$ cat src/rtl/pid_sample_ctrl.sv
// Sequencing stage around the PID increment datapath: forms e(k), keeps the
// e(k-1)/e(k-2) history, integrates the returned increment with clamping and hands u(k) downstream.
module pid_sample_ctrl #(
    parameter int DW = 16,
    parameter int OW = 32
) (
    input  logic          clk,
    input  logic          rst,
    input  logic          pid_clr,
    input  logic          sample_valid,
    output logic          sample_ready,
    input  logic [DW-1:0] setpoint,
    input  logic [DW-1:0] feedback,
    output logic [DW-1:0] ek0,
    output logic [DW-1:0] ek1,
    output logic [DW-1:0] ek2,
    input  logic [OW-1:0] d_uk,
    input  logic [OW-1:0] u_min,
    input  logic [OW-1:0] u_max,
    output logic [OW-1:0] uk,
    output logic          uk_valid,
    input  logic          uk_ready,
    output logic          busy
);

    // Handshakes: a transfer happens on a rising edge where valid and ready are
    // both high; a source holds its data and valid until that edge, and ready
    // never depends combinationally on valid.

    typedef enum logic [2:0] {
        IDLE = 3'd0,
        ERR  = 3'd1,
        INC  = 3'd2,
        ACC  = 3'd3,
        OUT  = 3'd4
    } state_t;

    localparam logic [DW-1:0] EMAX = {1'b0, {(DW-1){1'b1}}};
    localparam logic [DW-1:0] EMIN = {1'b1, {(DW-1){1'b0}}};

    state_t        state;
    state_t        state_nxt;

    logic [DW-1:0] sp_q;
    logic [DW-1:0] fb_q;
    logic [OW-1:0] inc_q;

    logic [DW:0]   err_diff;
    logic [DW-1:0] err_sat;
    logic [OW:0]   acc_sum;
    logic [OW:0]   umax_x;
    logic [OW:0]   umin_x;
    logic [OW:0]   acc_hi;
    logic [OW-1:0] acc_clamped;

    logic          clr;

    assign clr          = rst | pid_clr;
    assign sample_ready = (state == IDLE);
    assign busy         = (state != IDLE);

    // State register
    always_ff @(posedge clk) begin
        if (clr) begin
            state <= IDLE;
        end else begin
            state <= state_nxt;
        end
    end

    // Next-state logic
    always_comb begin
        state_nxt = state;
        case (state)
            IDLE:    if (sample_valid) state_nxt = ERR;
            ERR:     state_nxt = INC;
            INC:     state_nxt = ACC;
            ACC:     state_nxt = OUT;
            OUT:     if (uk_ready) state_nxt = IDLE;
            default: state_nxt = IDLE;
        endcase
    end

    // Error: one extra bit of headroom, then saturate back to DW bits.
    always_comb begin
        err_diff = {sp_q[DW-1], sp_q} - {fb_q[DW-1], fb_q};
        if (err_diff[DW] != err_diff[DW-1]) begin
            err_sat = err_diff[DW] ? EMIN : EMAX;
        end else begin
            err_sat = err_diff[DW-1:0];
        end
    end

    // Upper limit first, then lower, so an inverted window resolves to u_min.
    always_comb begin
        acc_sum = {uk[OW-1], uk} + {inc_q[OW-1], inc_q};
        umax_x  = {u_max[OW-1], u_max};
        umin_x  = {u_min[OW-1], u_min};
        if ($signed(acc_sum) > $signed(umax_x)) begin
            acc_hi = umax_x;
        end else begin
            acc_hi = acc_sum;
        end
        if ($signed(acc_hi) < $signed(umin_x)) begin
            acc_clamped = u_min;
        end else begin
            acc_clamped = acc_hi[OW-1:0];
        end
    end

    // Datapath registers, each loaded only in its owning state.
    always_ff @(posedge clk) begin
        if (clr) begin
            sp_q     <= '0;
            fb_q     <= '0;
            inc_q    <= '0;
            ek0      <= '0;
            ek1      <= '0;
            ek2      <= '0;
            uk       <= '0;
            uk_valid <= 1'b0;
        end else begin
            case (state)
                IDLE: begin
                    if (sample_valid) begin
                        sp_q <= setpoint;
                        fb_q <= feedback;
                    end
                end
                ERR: begin
                    ek0 <= err_sat;
                end
                INC: begin
                    inc_q <= d_uk;
                end
                ACC: begin
                    uk       <= acc_clamped;
                    uk_valid <= 1'b1;
                end
                OUT: begin
                    // History shifts only once the result has been taken.
                    if (uk_valid && uk_ready) begin
                        uk_valid <= 1'b0;
                        ek2      <= ek1;
                        ek1      <= ek0;
                    end
                end
                default: begin
                    uk_valid <= 1'b0;
                end
            endcase
        end
    end

endmodule

$ cat config.mk
export PLATFORM = sky130hd
export DESIGN_NAME = pid_sample_ctrl
export DESIGN_NICKNAME = d
export VERILOG_FILES = /design/src/rtl/pid_sample_ctrl.sv
export SDC_FILE = /design/constraint.sdc
export NUM_CORES = 1
export LEC_CHECK = 0
export ABC_AREA = 1
export BUFFER_PORTS_ARGS = -buffer_cell sky130_fd_sc_hd__buf_4
export CAP_MARGIN = 15
export CORE_MARGIN = 1.5
export CORE_UTILIZATION = 35
export DETAILED_ROUTE_END_ITERATION = 10
export PLACE_DENSITY_LB_ADDON = 0.05
export SLEW_MARGIN = 15
export SYNTH_ARGS = -nofsm -noshare
export SYNTH_HDL_FRONTEND = slang
export SYNTH_SLANG_ARGS = --single-unit
$ cat constraint.sdc
create_clock -name clk -period 15.66 [get_ports clk]
set_clock_uncertainty 0.15 [all_clocks]
set_input_delay 3.132 -clock clk [delete_from_list [all_inputs] [get_ports clk]]
set_output_delay 3.132 -clock clk [all_outputs]
set_load 0.01 [all_outputs]
==> flow_summary.ini, run 1 <==
[logic_synthesis]
synth.top_cells.by_area = dfxtp_1, ha_1, nand2_1
synthFlopType = dfxtp_1
yosysUniqueCellTypes = 42
ys_top_cells_by_count = nand2_1, inv_1, a21oi_1
synthCells = 1602
ys_ff_latch = 148
ys_seq_area_frac = 0.280
ys_async_sr_fraction = 0
synth_nets = 1850
yosys_warnings = 0
synth_edf_count = 0
synth_top_area_share = 0.280
syn-mean-instance-area_um2 = 6.61
yosysMostFrequentCell = nand2_1
mappedNetlistArea_um2 = 10600
yosys.area.top_type = dfxtp_1

[grt]
grt-ovfl-total = 0
grt_pass1_wl_mm = 54.2
grt_usage = 0.222
grt_max_degree = 65
grt_pass1_vias = 10000
grt_antenna_before_repair = 0

[timing]
tightest_slew_ns = 0.770
hold_ws_ns = 0.297
period_minus_slack_ns = 7.90
max-slew-margin-rel = 0.486
finalMaxSlewViolations = 0
min_period_over_period = 0.505
rsz0062_at_grt = no
clock.fmax_mhz = 127
final.setup.tns_ns = 0
setup_violations = 0
hold_viol = 0

[detailed_routing]
routedWlPerCell_um = 16.0
route.vias.total = 10800
drt-pass1-iter-count = 8
ant_nets = 0
routed_wl_mm = 34.9
via_per_inst = 4.94
route.detailed.drc = 0
drt_iter0_markers = 788

[floorplanning]
ios = 216
fp.dieArea_um2 = 31300
dieHeight_um = 177
core-area_um2 = 29700
chipWidth_um = 177
start_util = 0.357
rows = 63

[clock_network]
cts_resized = 0
hold_buffers = 0
cts-buffers-inserted = 17
cts_tree = built
clk_pin_slew_ns = 0.07
cts_setup_buffers = 0
root_buffer = clkbuf_16
cts_buffer_depth = 2
cts.htree.levels = 4
insertion_delay_ns = 0.43
clock-sinks = 148

[power_and_ir_drop]
total_leakage_power_uw = 0.00667
ir_worst_vdd_mv = 0.0748
power.density_nw_per_um2 = 77.3

[worst_setup_path]
critical_path_class = input pin to flop
worstPathRequired_ns = 15.87
critPathCaptureType = flop
reg2reg_slack_ns = 8.13
cp.arrival_ns = 8.11
worstSetupStartpointType = input pin
crit_fanout = 50

[placed_design]
port_buffers = 215
gp_congestion = 0.900
dp_hpwl_mm = 27.8

[final_layout]
nets = 2032
antenna_cells = 0
drive_above_1_share = 0.157
syn_to_final_growth_pct = 23.8

[status]
status = finished, final reports clean

[flow_run]
maxCapViolations = 0

[min_path]
holdCritPathClass = flop to flop
sequential cells by signal, indices dropped and copies added (netlist names):
name and count:
fb_q 16, sp_q 16, ek0 16, inc_q 32
ek2 16, state 3, uk_valid 1, uk 32
ek1 16
per-stage QoR:
stage	cells	utilization	power (uW)	worst slack (ns)	instance area [um2]
floorplan	1602	-	529	8.99	10600
global placement	2155	0.421	595	7.46	12500
detailed placement	2155	0.421	597	7.35	12500
CTS	2187	0.441	1020	7.76	13100
global route	2187	0.441	1070	7.11	13100
finish	2187	0.441	1010	7.76	13100
kinds of logic after synthesis:
family | Yosys count | share of synthesized area
simple gates | 612 | 0.249
compound gates | 380 | 0.189
buf+inv | 310 | 0.114
flops | 148 | 0.280
fa+ha+maj | 115 | 0.137
xor+xnor | 37 | 0.0306
layer usage:
metal | track usage | vias up | share of wire
met1 | 0.329 | 4872 | 0.51
met4 | 0.0544 | 0 | 0.015
li1 | - | 5612 | -
met5 | 0 | - | 0
met2 | 0.334 | 291 | 0.42
met3 | 0.0309 | 29 | 0.051
power by group:
part / switching [uW] / total, uW / internal, uW
Combinational: 127 / 204 / 77.1
Sequential: 3.47 / 386 / 382
Clock: 195 / 425 / 229
Total: 326 / 1010 / 689
worst max-delay path, cell delays in order:
cell and delay (ns):
buf_4 0.08, inv_1 0.06, ha_1 0.39, nand2_2 0.14, inv_1 0.05, nand2_1 0.06
nand2_1 0.05, a21oi_1 0.24, nand2_1 0.12, nor2_1 0.13, nand3_2 0.11, nand2_4 0.37
inv_1 0.32, o21ai_0 0.37, inv_1 0.08, ha_1 0.28, nand2_1 0.08, inv_1 0.04
nand3_1 0.11, o221ai_1 0.14, nand3_1 0.09, nand2_1 0.06, a21oi_1 0.37, nand3_2 0.68
nand3_1 0.31, nand3_1 0.10, a21oi_1 0.14
final timing paths:
kind	from	end	cells past startpoint
hold reg to reg	ek2[8]	ek2[8]	2
setup / recovery	u_max[31]	uk[7]	27
hold / removal	ek2[8]	ek2[8]	2
setup reg to reg	uk[0]	uk[7]	37
final cells by class:
class	count	area, um2
multi-input cells	1144	6440
clock inverters	15	186
flip-flops and latches	148	2960
well taps	390	488
clock buffers	17	425
inverters	248	931
repair buffers	225	1690
fillers	3265	16600
layout by cell type (no fill, tap or decap), types with 7 or more instances in the layout:
cell,instances
a21o_1,11
a21oi_1,191
buf_4,225
clkbuf_16,17
dfxtp_1,148
ha_1,113
inv_1,243
nand2_1,295
nand3_1,143
nand3b_1,7
nand4_1,7
nor2_1,123
nor3_1,10
o21a_1,9
o21ai_0,138
o21ai_1,10
xnor2_1,11
xor2_1,26
Note: power is estimated with default switching activity, not from simulation.
==> run 2: changes to the inputs <==
==> constraint.sdc (replaced) <==
create_clock -name clk -period 6.9 [get_ports clk]
set_clock_uncertainty 0.15 [all_clocks]
set_input_delay 1.38 -clock clk [delete_from_list [all_inputs] [get_ports clk]]
set_output_delay 1.38 -clock clk [all_outputs]
set_load 0.01 [all_outputs]
==> flow_summary.ini, run 2 (same netlist as run 1, synthesis figures left out) <==
[status]
status = finished, final reports clean

[power_and_ir_drop]
power.density_nw_per_um2 = 175
clkPwrFrac = 0.412
p_int_uw = 1560
p_sw_frac = 0.332
pwr-share-comb = 0.213
total_leakage_power_uw = 0.00680
p_seq_frac = 0.375
p_switching_uw = 776
ir_worst_vdd_mv = 0.172

[grt]
grt_pass1_wl_mm = 54.9
grt_antenna_before_repair = 0
grt_usage = 0.225
grt_max_degree = 65
grt-ovfl-total = 0
grt_pass1_vias = 9978

[final_layout]
final_cell_mix = nand2_1, inv_1, buf_4
nets = 2048
n_fill_cell = 3176
syn_to_final_growth_pct = 26.1
multiInputGateArea_um2 = 6480
seqCellArea_um2 = 2960
drive_above_1_share = 0.168
largestRegisters = inc_q x32, uk x32
final_common_cell = nand2_1
antenna_cells = 0

[worst_setup_path]
cp.arrival_ns = 6.57
worstPathRequired_ns = 7.06
path_buf_inv = 4
critPathCaptureType = flop
slowest_stage = fa_1
worst_path_most_repeated_cell = nand2_1
crit_fanout = 32
critical_path_class = flop to flop
worstSetupStartpointType = flop
cp_slowest_stage_delay_ns = 0.41
critPathTopFamily = simple AND/OR/NAND/NOR gates

[detailed_routing]
drt-pass1-iter-count = 5
route.vias.total = 10900
ant_nets = 0
routed_wl_mm = 36.0
via_per_inst = 4.93
routedWlPerCell_um = 16.4
drt_iter0_markers = 698
route.detailed.drc = 0

[clock_network]
cts.htree.levels = 4
cts-buffers-inserted = 17
cts_tree = built
clock-sinks = 148
root_buffer = clkbuf_16
cts_buffer_depth = 2
hold_buffers = 0
insertion_delay_ns = 0.43
clk_pin_slew_ns = 0.08

[timing]
final.setup.tns_ns = 0
finalMaxSlewViolations = 0
max-slew-margin-rel = 0.535
min_period_over_period = 0.929
clock.fmax_mhz = 156
setup_violations = 0
hold_ws_ns = 0.295
hold_viol = 0
tightest_slew_ns = 0.697
period_minus_slack_ns = 6.41

[placed_design]
port_buffers = 215
dp_hpwl_mm = 28.1
gp_congestion = 0.859

[floorplanning]
fp.dieArea_um2 = 31300
chipWidth_um = 177
rows = 63
start_util = 0.357
dieHeight_um = 177
ios = 216
core-area_um2 = 29700

[min_path]
holdCritPathClass = flop to flop

[flow_run]
maxCapViolations = 0
[run 2: changes by cell type in the layout (fill, tap and decap cells not counted), moves of 2 or more]
cell,delta
inv_8,+3
clkinv_4,+3
ha_1,-2
o21ai_0,-4
nor4_4,+2
o21ai_1,+4
inv_6,-4
buf_4,+10
buf_12,+5
nor4_2,-2
[run 2: worst min-delay path: stages, from the launching register on]
cell     delay, ns
dfxtp_1       0.31
inv_1         0.05
a21oi_1       0.05
[run 2: path summary, 6_finish.rpt]
path,startpoint,end,slack (ns),cells after the start
min,ek2[0],ek2[0],0.30,2
max reg2reg,uk[0],uk[4],0.49,39
max,uk[0],uk[4],0.49,39
min reg2reg,ek2[0],ek2[0],0.30,2
[run 2: area by class of cell]
class	count	area share
multi-input combinational	1144	0.485
clock inverter	15	0.0137
timing repair buffer	241	0.141
tap	390	0.0365
sequential	148	0.222
inverter	248	0.0700
clock buffer	17	0.0318
[run 2: repair_timing]
action,in CTS,in global routing
resized for setup,0,15
setup buffers,0,7
setup endpoints to repair,0,32
[run 2: through the flow]
stage               setup WS (ns)  area (um2)  utilization  std cells  total power [uW]
floorplan                    1.47       10600            -       1602              1200
global placement            0.272       12600        0.425       2163              1370
detailed placement          0.249       12600        0.425       2163              1370
CTS                         0.203       13200        0.445       2195              2340
global route              -0.0347       13400        0.450       2203              2450
finish                      0.489       13400        0.450       2203              2330
[run 2: layer usage]
layer,track usage,share of wire
met5,0,0
met4,0.0456,0.011
met3,0.0238,0.041
met2,0.347,0.43
met1,0.336,0.51
[run 2: power groups by stage]
stage               clock network, uW  logic [uW]  registers, uW
floorplan                           0         307            894
global placement                    0         477            895
detailed placement                  0         478            895
CTS                               980         481            875
global route                     1020         558            876
finish                            962         498            875
